File: src/rtl/spi_controller.sv
// spi_controller: SPI initiator for the two-byte {wr_rdn, addr} + data register frame, SPI modes 0-3.
// Define SPI_CTRL_CS_GAP_EN to add a GAP state that holds CS high for 2*CLK_DIV cycles after each frame.
module spi_controller #(
  parameter int REG_W   = 8,
  parameter int ADDR_W  = 7,
  parameter int CLK_DIV = 2
) (
  input  logic              clk,
  input  logic              rst,
  input  logic              ena,
  input  logic [1:0]        mode,
  input  logic              start,
  input  logic              wr_rdn,
  input  logic [ADDR_W-1:0] addr,
  input  logic [REG_W-1:0]  wdata,
  output logic [REG_W-1:0]  rdata,
  output logic              busy,
  output logic              done,
  output logic              spi_cs_n,
  output logic              spi_clk,
  output logic              spi_mosi,
  input  logic              spi_miso
);

  localparam int FRAME_W = 2 * REG_W;
  localparam int EDGES   = 2 * FRAME_W;
  localparam int ECW     = $clog2(EDGES + 1);
  localparam int CW      = $clog2(2 * CLK_DIV + 1);

  localparam logic [CW-1:0]  HALF_TC   = CW'(CLK_DIV - 1);
  localparam logic [CW-1:0]  GAP_TC    = CW'(2 * CLK_DIV - 1);
  localparam logic [ECW-1:0] LAST_EDGE = ECW'(EDGES);

  typedef enum logic [1:0] {
    S_IDLE  = 2'd0,
    S_SHIFT = 2'd1
`ifdef SPI_CTRL_CS_GAP_EN
    ,
    S_GAP   = 2'd2
`endif
  } state_t;

  state_t               state_q, state_d;
  logic [CW-1:0]        cnt_q, cnt_d;
  logic [ECW-1:0]       edge_q, edge_d;
  logic [FRAME_W-1:0]   sr_q, sr_d;
  logic [REG_W-1:0]     rx_q, rx_d;
  logic [REG_W-1:0]     rdata_q, rdata_d;
  logic                 mosi_q, mosi_d;
  logic                 sclk_q, sclk_d;
  logic                 done_q, done_d;
  logic                 cpha_q, cpha_d;
  logic                 wr_q, wr_d;

  logic                 accept;
  logic                 tick;
  logic                 last;
  logic                 sample_edge;
  logic [FRAME_W-1:0]   frame;

  // The done cycle is excluded so that a start coinciding with done is dropped.
  assign accept      = (state_q == S_IDLE) && start && ena && !done_q;
  assign tick        = (cnt_q == HALF_TC);
  assign last        = (edge_q == LAST_EDGE);
  // edge_q counts edges already made, so the upcoming edge is leading when edge_q is even.
  assign sample_edge = ~edge_q[0] ^ cpha_q;
  assign frame       = {wr_rdn, addr, wdata};

  // NOTE: every flop, including the shift registers, is reset so an aborted frame leaves no stale state.
  always_ff @(posedge clk or posedge rst) begin
    if (rst) begin
      state_q <= S_IDLE;
      cnt_q   <= '0;
      edge_q  <= '0;
      sr_q    <= '0;
      rx_q    <= '0;
      rdata_q <= '0;
      mosi_q  <= 1'b0;
      sclk_q  <= 1'b0;
      done_q  <= 1'b0;
      cpha_q  <= 1'b0;
      wr_q    <= 1'b0;
    end else begin
      // NOTE: non-blocking assignments so every flop samples the pre-edge values of the others.
      state_q <= state_d;
      cnt_q   <= cnt_d;
      edge_q  <= edge_d;
      sr_q    <= sr_d;
      rx_q    <= rx_d;
      rdata_q <= rdata_d;
      mosi_q  <= mosi_d;
      sclk_q  <= sclk_d;
      done_q  <= done_d;
      cpha_q  <= cpha_d;
      wr_q    <= wr_d;
    end
  end

  always_comb begin
    state_d = state_q;
    case (state_q)
      S_IDLE:  if (accept) state_d = S_SHIFT;
      S_SHIFT: begin
        if (tick && last) begin
`ifdef SPI_CTRL_CS_GAP_EN
          state_d = S_GAP;
`else
          state_d = S_IDLE;
`endif
        end
      end
`ifdef SPI_CTRL_CS_GAP_EN
      S_GAP:   if (cnt_q == GAP_TC) state_d = S_IDLE;
`endif
      default: state_d = S_IDLE;
    endcase
  end

  always_comb begin
    // NOTE: defaults first so no path leaves a variable unassigned and infers a latch.
    cnt_d   = cnt_q;
    edge_d  = edge_q;
    sr_d    = sr_q;
    rx_d    = rx_q;
    rdata_d = rdata_q;
    mosi_d  = mosi_q;
    sclk_d  = sclk_q;
    done_d  = 1'b0;
    cpha_d  = cpha_q;
    wr_d    = wr_q;
    case (state_q)
      S_IDLE: begin
        if (accept) begin
          cpha_d = mode[0];
          wr_d   = wr_rdn;
          sclk_d = mode[1];
          cnt_d  = '0;
          edge_d = '0;
          // CPHA=0 presents bit 15 with CS; CPHA=1 waits for the first leading edge.
          if (mode[0]) begin
            sr_d   = frame;
            mosi_d = 1'b0;
          end else begin
            sr_d   = {frame[FRAME_W-2:0], 1'b0};
            mosi_d = frame[FRAME_W-1];
          end
        end
      end
      S_SHIFT: begin
        if (tick) begin
          cnt_d = '0;
          if (last) begin
            done_d = 1'b1;
            if (!wr_q) rdata_d = rx_q;
          end else begin
            edge_d = edge_q + ECW'(1);
            sclk_d = ~sclk_q;
            if (sample_edge) begin
              rx_d = {rx_q[REG_W-2:0], spi_miso};
            end else begin
              mosi_d = sr_q[FRAME_W-1];
              sr_d   = {sr_q[FRAME_W-2:0], 1'b0};
            end
          end
        end else begin
          cnt_d = cnt_q + CW'(1);
        end
      end
`ifdef SPI_CTRL_CS_GAP_EN
      S_GAP:   cnt_d = cnt_q + CW'(1);
`endif
      default: ;
    endcase
  end

  always_comb begin
    busy     = (state_q != S_IDLE);
    spi_cs_n = (state_q != S_SHIFT);
    done     = done_q;
    spi_clk  = sclk_q;
    spi_mosi = mosi_q;
    rdata    = rdata_q;
  end

endmodule

File: config.mk
export PLATFORM = sky130hd
export DESIGN_NAME = spi_controller
export DESIGN_NICKNAME = d
export VERILOG_FILES = /design/src/rtl/spi_controller.sv
export SDC_FILE = /design/constraint.sdc
export NUM_CORES = 1
export LEC_CHECK = 0
export CAP_MARGIN = 20
export CORE_MARGIN = 2
export CORE_UTILIZATION = 55
export CTS_BUF_LIST = sky130_fd_sc_hd__clkbuf_8
export DETAILED_ROUTE_END_ITERATION = 7
export PLACE_DENSITY = 0.79
export RECOVER_POWER = 25
export SKIP_CTS_REPAIR_TIMING = 1
export SYNTH_ARGS = -nofsm -noshare
export SYNTH_HDL_FRONTEND = slang
export SYNTH_SLANG_ARGS = --single-unit
File: constraint.sdc
create_clock -name clk -period 3.04 [get_ports clk]
set_input_delay 0.304 -clock clk [delete_from_list [all_inputs] [get_ports clk]]
set_output_delay 0.304 -clock clk [all_outputs]
set_load 0.005 [all_outputs]
; After elaboration in Yosys (flattened, before gate mapping)
; Cells that the tools add are included.
[op_classes]
addsub = 2
n_eq_ne = 9
mux = 29
bitwise = 5
n_reduce_logical = 15
[ops]
columns = cell, n
row1 = $mux 16, 5
row2 = $pmux 16 s2, 1
row3 = $mux 6, 3
row4 = $pmux 6 s2, 1
row5 = $reduce_and 4->1, 3
row6 = $mux 1, 11
row7 = $ne 2x2->1 const B, 5
row8 = $add 6x1->6 const B, 1
row9 = $eq 6x6->1 const B, 1
row10 = $mux 3, 2
row11 = $pmux 3 s2, 1
row12 = $reduce_and 2->1, 3
row13 = $reduce_and 5->1, 1
row14 = $logic_and 1x1->1, 4
row15 = $mux 2, 2
row16 = $not 1->1, 4
row17 = $pmux 1 s2, 2
row18 = $pmux 2 s2, 1
row19 = $reduce_bool 2->1, 2
row20 = $add 3x1->3 const B, 1
row21 = $eq 3x1->1 const B, 1
row22 = $eq 2x1->1 const B, 1
row23 = $logic_not 2->1, 1
row24 = $ne 2x1->1 const B, 1
row25 = other kinds (2), 2
[totals]
ff_bits = 48
wordCells = 71

; Longest topological paths before layout
[logic_depth]
depth_word = 6
depth_mapped = 6
ltp_nobuf = 5

; Worst setup path before layout
; OpenSTA, ideal clock, no wires.
[synth_path]
path_kind = reg-to-reg
from = register cnt_q[2]
to = register sr_q[12]
setup_ps = 125
t_arrival_ps = 1676
slack_ps = 1239
stages_incl_launch_ff = 7
path_buffers = 2
path_cell_list = dfrtp_1 -> nand4bb_1 -> buf_6 -> a31o_4 -> o21ai_4 -> buf_12 -> mux2_4
[synth_via]
elab_chain_len = 3
[synth_rtl]
columns = item, line
row1 = start: declaration, 44  ; logic [CW-1:0] cnt_q, cnt_d;
row2 = start signal: assignment, 86  ; cnt_q <= cnt_d;
row3 = $eq 3x1->1, 63  ; assign tick = (cnt_q == HALF_TC);
row4 = $ne 2x2->1 (no line), n/a
row5 = $reduce_and 5->1 (no line), n/a
row6 = end signal: assignment, 88  ; sr_q <= sr_d;
row7 = end: declaration, 46  ; logic [FRAME_W-1:0] sr_q, sr_d;
; Every way passes these cells.
; A chain may end at the register's enable or synchronous reset.

; Worst setup path in the final report
[layout_path]
from = register cnt_q[2]
to = register sr_q[7]
; Same word-level chain as after synthesis.

==> summary by stage <==
STA
The clock period could shrink to 2410 ps. The minimum setup slack in the final design is 632 ps. The ratio of final minimum period to clock period is 79.2%. The count of final hold-check violations came to 0. The worst pin sits at a relative slew slack of 21.0%. The total negative slack for setup checks is 0 ps.

Setup repair after global routing left no endpoint under its margin. Timing would allow up to 415 MHz. The final-report max-slew violation count is 0. For the pin with the worst max-slew slack, the measured transition is 1180 ps.

The final number of setup-violating endpoints is 0. Final hold analysis gives a worst-case slack of 368 ps. The clock tree skew after final layout is 4.60 ps.

Yosys
The adder and majority gate portion of the synthesized area is 1.07%. The commonest cells after synthesis are 47 x dfrtp_1, 24 x mux2_2, 24 x nand2_1. The compound-cell area share of the yosys netlist is 8.41%. Yosys attributes the largest share of cell area to dfrtp_1 50%, mux2_2 12%, mux2_4 6.4%. Synthesis handed over a netlist of 195 instances.

Measured against the total synthesized area, the mux share comes to 24.4%. The top cell type by total area after synthesis is dfrtp_1. The top cell type by area accounts for 50.4% of the synthesized area. The number of distinct library cell variants in the gate-level netlist after synthesis is 33. The async set-or-reset flop fraction in the synthesized netlist is 100%. The count of flip-flops with a built-in enable after synthesis is 0. Dividing the synthesized area by the synthesized cell count gives 12.0 µm².

The most instantiated flip-flop cell in the synthesis netlist is dfrtp_1. Counting every net in the synthesized netlist gives 220. The most frequently used cell type in the post-synthesis netlist is dfrtp_1. The flop and latch count out of synthesis is 47. The total of warnings raised by yosys is 0.

The xor-xnor portion of the synthesized cell area is 1.50%. The sequential fraction of the synthesis area is 50.4%. After synthesis the cells add up to 2330 µm². The largest family of logic cells by synthesized area is multiplexers. Of the total synthesized cell area, the portion taken by AND, OR, NAND and NOR gates is 10.7%.

Setup path
The reg-to-reg endpoint is sr_q[7]. The slack of the worst reg-to-reg path is 630 ps. The worst setup path category is flip-flop to flip-flop.

The startpoint of the worst register-to-register path is cnt_q[2]. The worst-case reg-to-reg path depth is 4. Of all nets on the critical path, the largest fanout is 16. The worst setup path is launched from a flip-flop.

At the worst endpoint, the arrival time is 2600 ps. The element type at the critical path end is a flip-flop. The required time reported for the critical path endpoint is 3230 ps.

Place
The post-placement worst setup slack is 650 ps. The number of input and output port buffers inserted is 35. Detailed placement finished with a half-perimeter wire length of 3150 µm. The congestion estimate from routability-driven global placement came to 0.849.

Clock network
Counting along the longest clock path gives a buffer depth of 2. The CTS tree is built. The clock insertion delay at the later pin of the skew report is 300 ps.

In this run the clock root is driven by a clkbuf_8. The total clock sinks is 47. The clock transition at the registers of the reported paths is 90 ps.

The total number of H-tree levels is 2. Counting the buffers created by CTS gives 5.

Global route
The via count of the first global-routing pass was 1639. The remaining global-route overflow is 0. Entering global routing, the biggest net connects 39 pins. Global routing consumed, over all layers together, 20.5% of the routing resources. The number of antenna violations at the first check in global routing is 0.

The first global-routing pass estimated 7850 µm of wire.

Finish
Cells with a size suffix above 1 make up 22.0% of the layout. The number of nets in the layout is 256. The count of antenna diodes in the layout is 0. The area growth from synthesis to layout is 20.0%.

Floorplanning
The die is 69.2 µm tall. In this run the core area contains 23 standard-cell rows. The die is 69.2 µm wide. The initial utilization of the core area, before any placement, comes to 58.0%. In this run the count of I/O pins placed on the die edge is 36. The region available for standard cell placement spans 4030 µm². The die covers 4780 µm².

Drt
The total wire length after detailed routing is 4410 µm. The average detailed-routed wire length per instance is 15.6 µm. The count of nets left with antenna violations once routing finished came out at 0. The count of routing violations after the opening detailed-route iteration is 79. The total via count in the routed design is 1577. The first TritonRoute pass finished after 4 iterations. The via-per-instance ratio is 5.59. For this run, design rule violations remaining after detail routing come to 0.

Pwr
The power per unit of standard cell area is 394 nW/µm². The worst-case IR drop observed on VDD is 0.325 mV. The leakage power summed over all cells is 1.25 nW. The total power consumption of the routed design is 1.10 mW.

Job
Across the run, the number of max-cap violations was 0.

Outcome
The flow ran to the end, and the final reports show no timing, DRC or antenna violations.

Worst hold path
The worst hold path belongs to the class input pin to asynchronous set/reset pin.
## registers in the layout, indices dropped and copies added (netlist names)
name	flops
cnt_q	3
cpha_q	1
done	1
edge_q	6
rdata	8
rx_q	8
spi_clk	1
spi_mosi	1
sr_q	16
state_q	1
wr_q	1
## power breakdown
| group | leakage, nW | switching (mW) | internal, mW | total, mW |
|---|---|---|---|---|
| registers | 0.587 | 0.00362 | 0.630 | 0.634 |
| logic | 0.611 | 0.0300 | 0.0395 | 0.0695 |
| clock network | 0.0474 | 0.215 | 0.186 | 0.400 |
| total | 1.25 | 0.248 | 0.855 | 1.10 |
## layout make-up
cell class / instances / area [µm²]
Fill cell: 288 / 1230
Sequential cell: 47 / 1180
Multi-Input combinational cell: 134 / 1080
Timing Repair Buffer: 38 / 369
Clock buffer: 6 / 82.6
Tap cell: 50 / 62.6
Inverter: 5 / 18.8
Clock inverter: 2 / 16.3
## kinds of logic after synthesis
group,count (synthesis)
flops,47
fa+ha+maj,2
mux,49
buf+inv,14
compound gates,31
xor+xnor,4
simple gates,48
## per-layer routing
metal | track usage (%) | vias up | part of all wire [%] | wire, µm
li1 | - | 765 | - | -
met1 | 27.6 | 779 | 46 | 2030
met2 | 32.8 | 28 | 49 | 2170
met3 | 6.14 | 5 | 3.9 | 173
met4 | 5.23 | 0 | 0.84 | 37
met5 | 0 | - | 0 | 0
## worst max-delay path, stage by stage (launching register included)
cell and delay (ps):
dfrtp_1 430, nand4bb_1 490, a31o_4 410, o21ai_4 540, mux2_2 410
## through the flow
stage	std cells	utilization, %	instance area, µm²
floorplan	195	-	2330
global placement	273	67.0	2700
detailed placement	274	67.7	2730
CTS	282	70.2	2830
global route	282	69.6	2800
finish	282	69.6	2800
## how the worst max path moves through the flow
| stage | from | end | slack (ps) | cells past startpoint |
|---|---|---|---|---|
| 3_5_place_dp | cnt_q[2] | sr_q[7] | 650 | 4 |
| 2_1_floorplan | cnt_q[2] | sr_q[12] | 1240 | 6 |
| 3_3_place_gp | cnt_q[2] | sr_q[10] | 760 | 4 |
| 4_1_cts | cnt_q[2] | sr_q[7] | 640 | 4 |
| 6_report | cnt_q[2] | sr_q[7] | 630 | 4 |
| 5_1_grt | cnt_q[2] | sr_q[8] | 490 | 4 |
## cell usage in the layout, fill, tap and decap left out, types with 3 or more instances in the layout
master,Yosys,final
clkbuf_8,0,6
inv_1,4,3
dfrtp_1,47,47
mux2i_1,15,15
o21ai_0,22,22
nand2_1,24,24
xor2_1,3,3
clkdlybuf4s50_1,0,34
nand3_1,14,14
mux2_2,24,24
mux2_4,10,10
No activity file was read; power rests on OpenSTA's default activity.
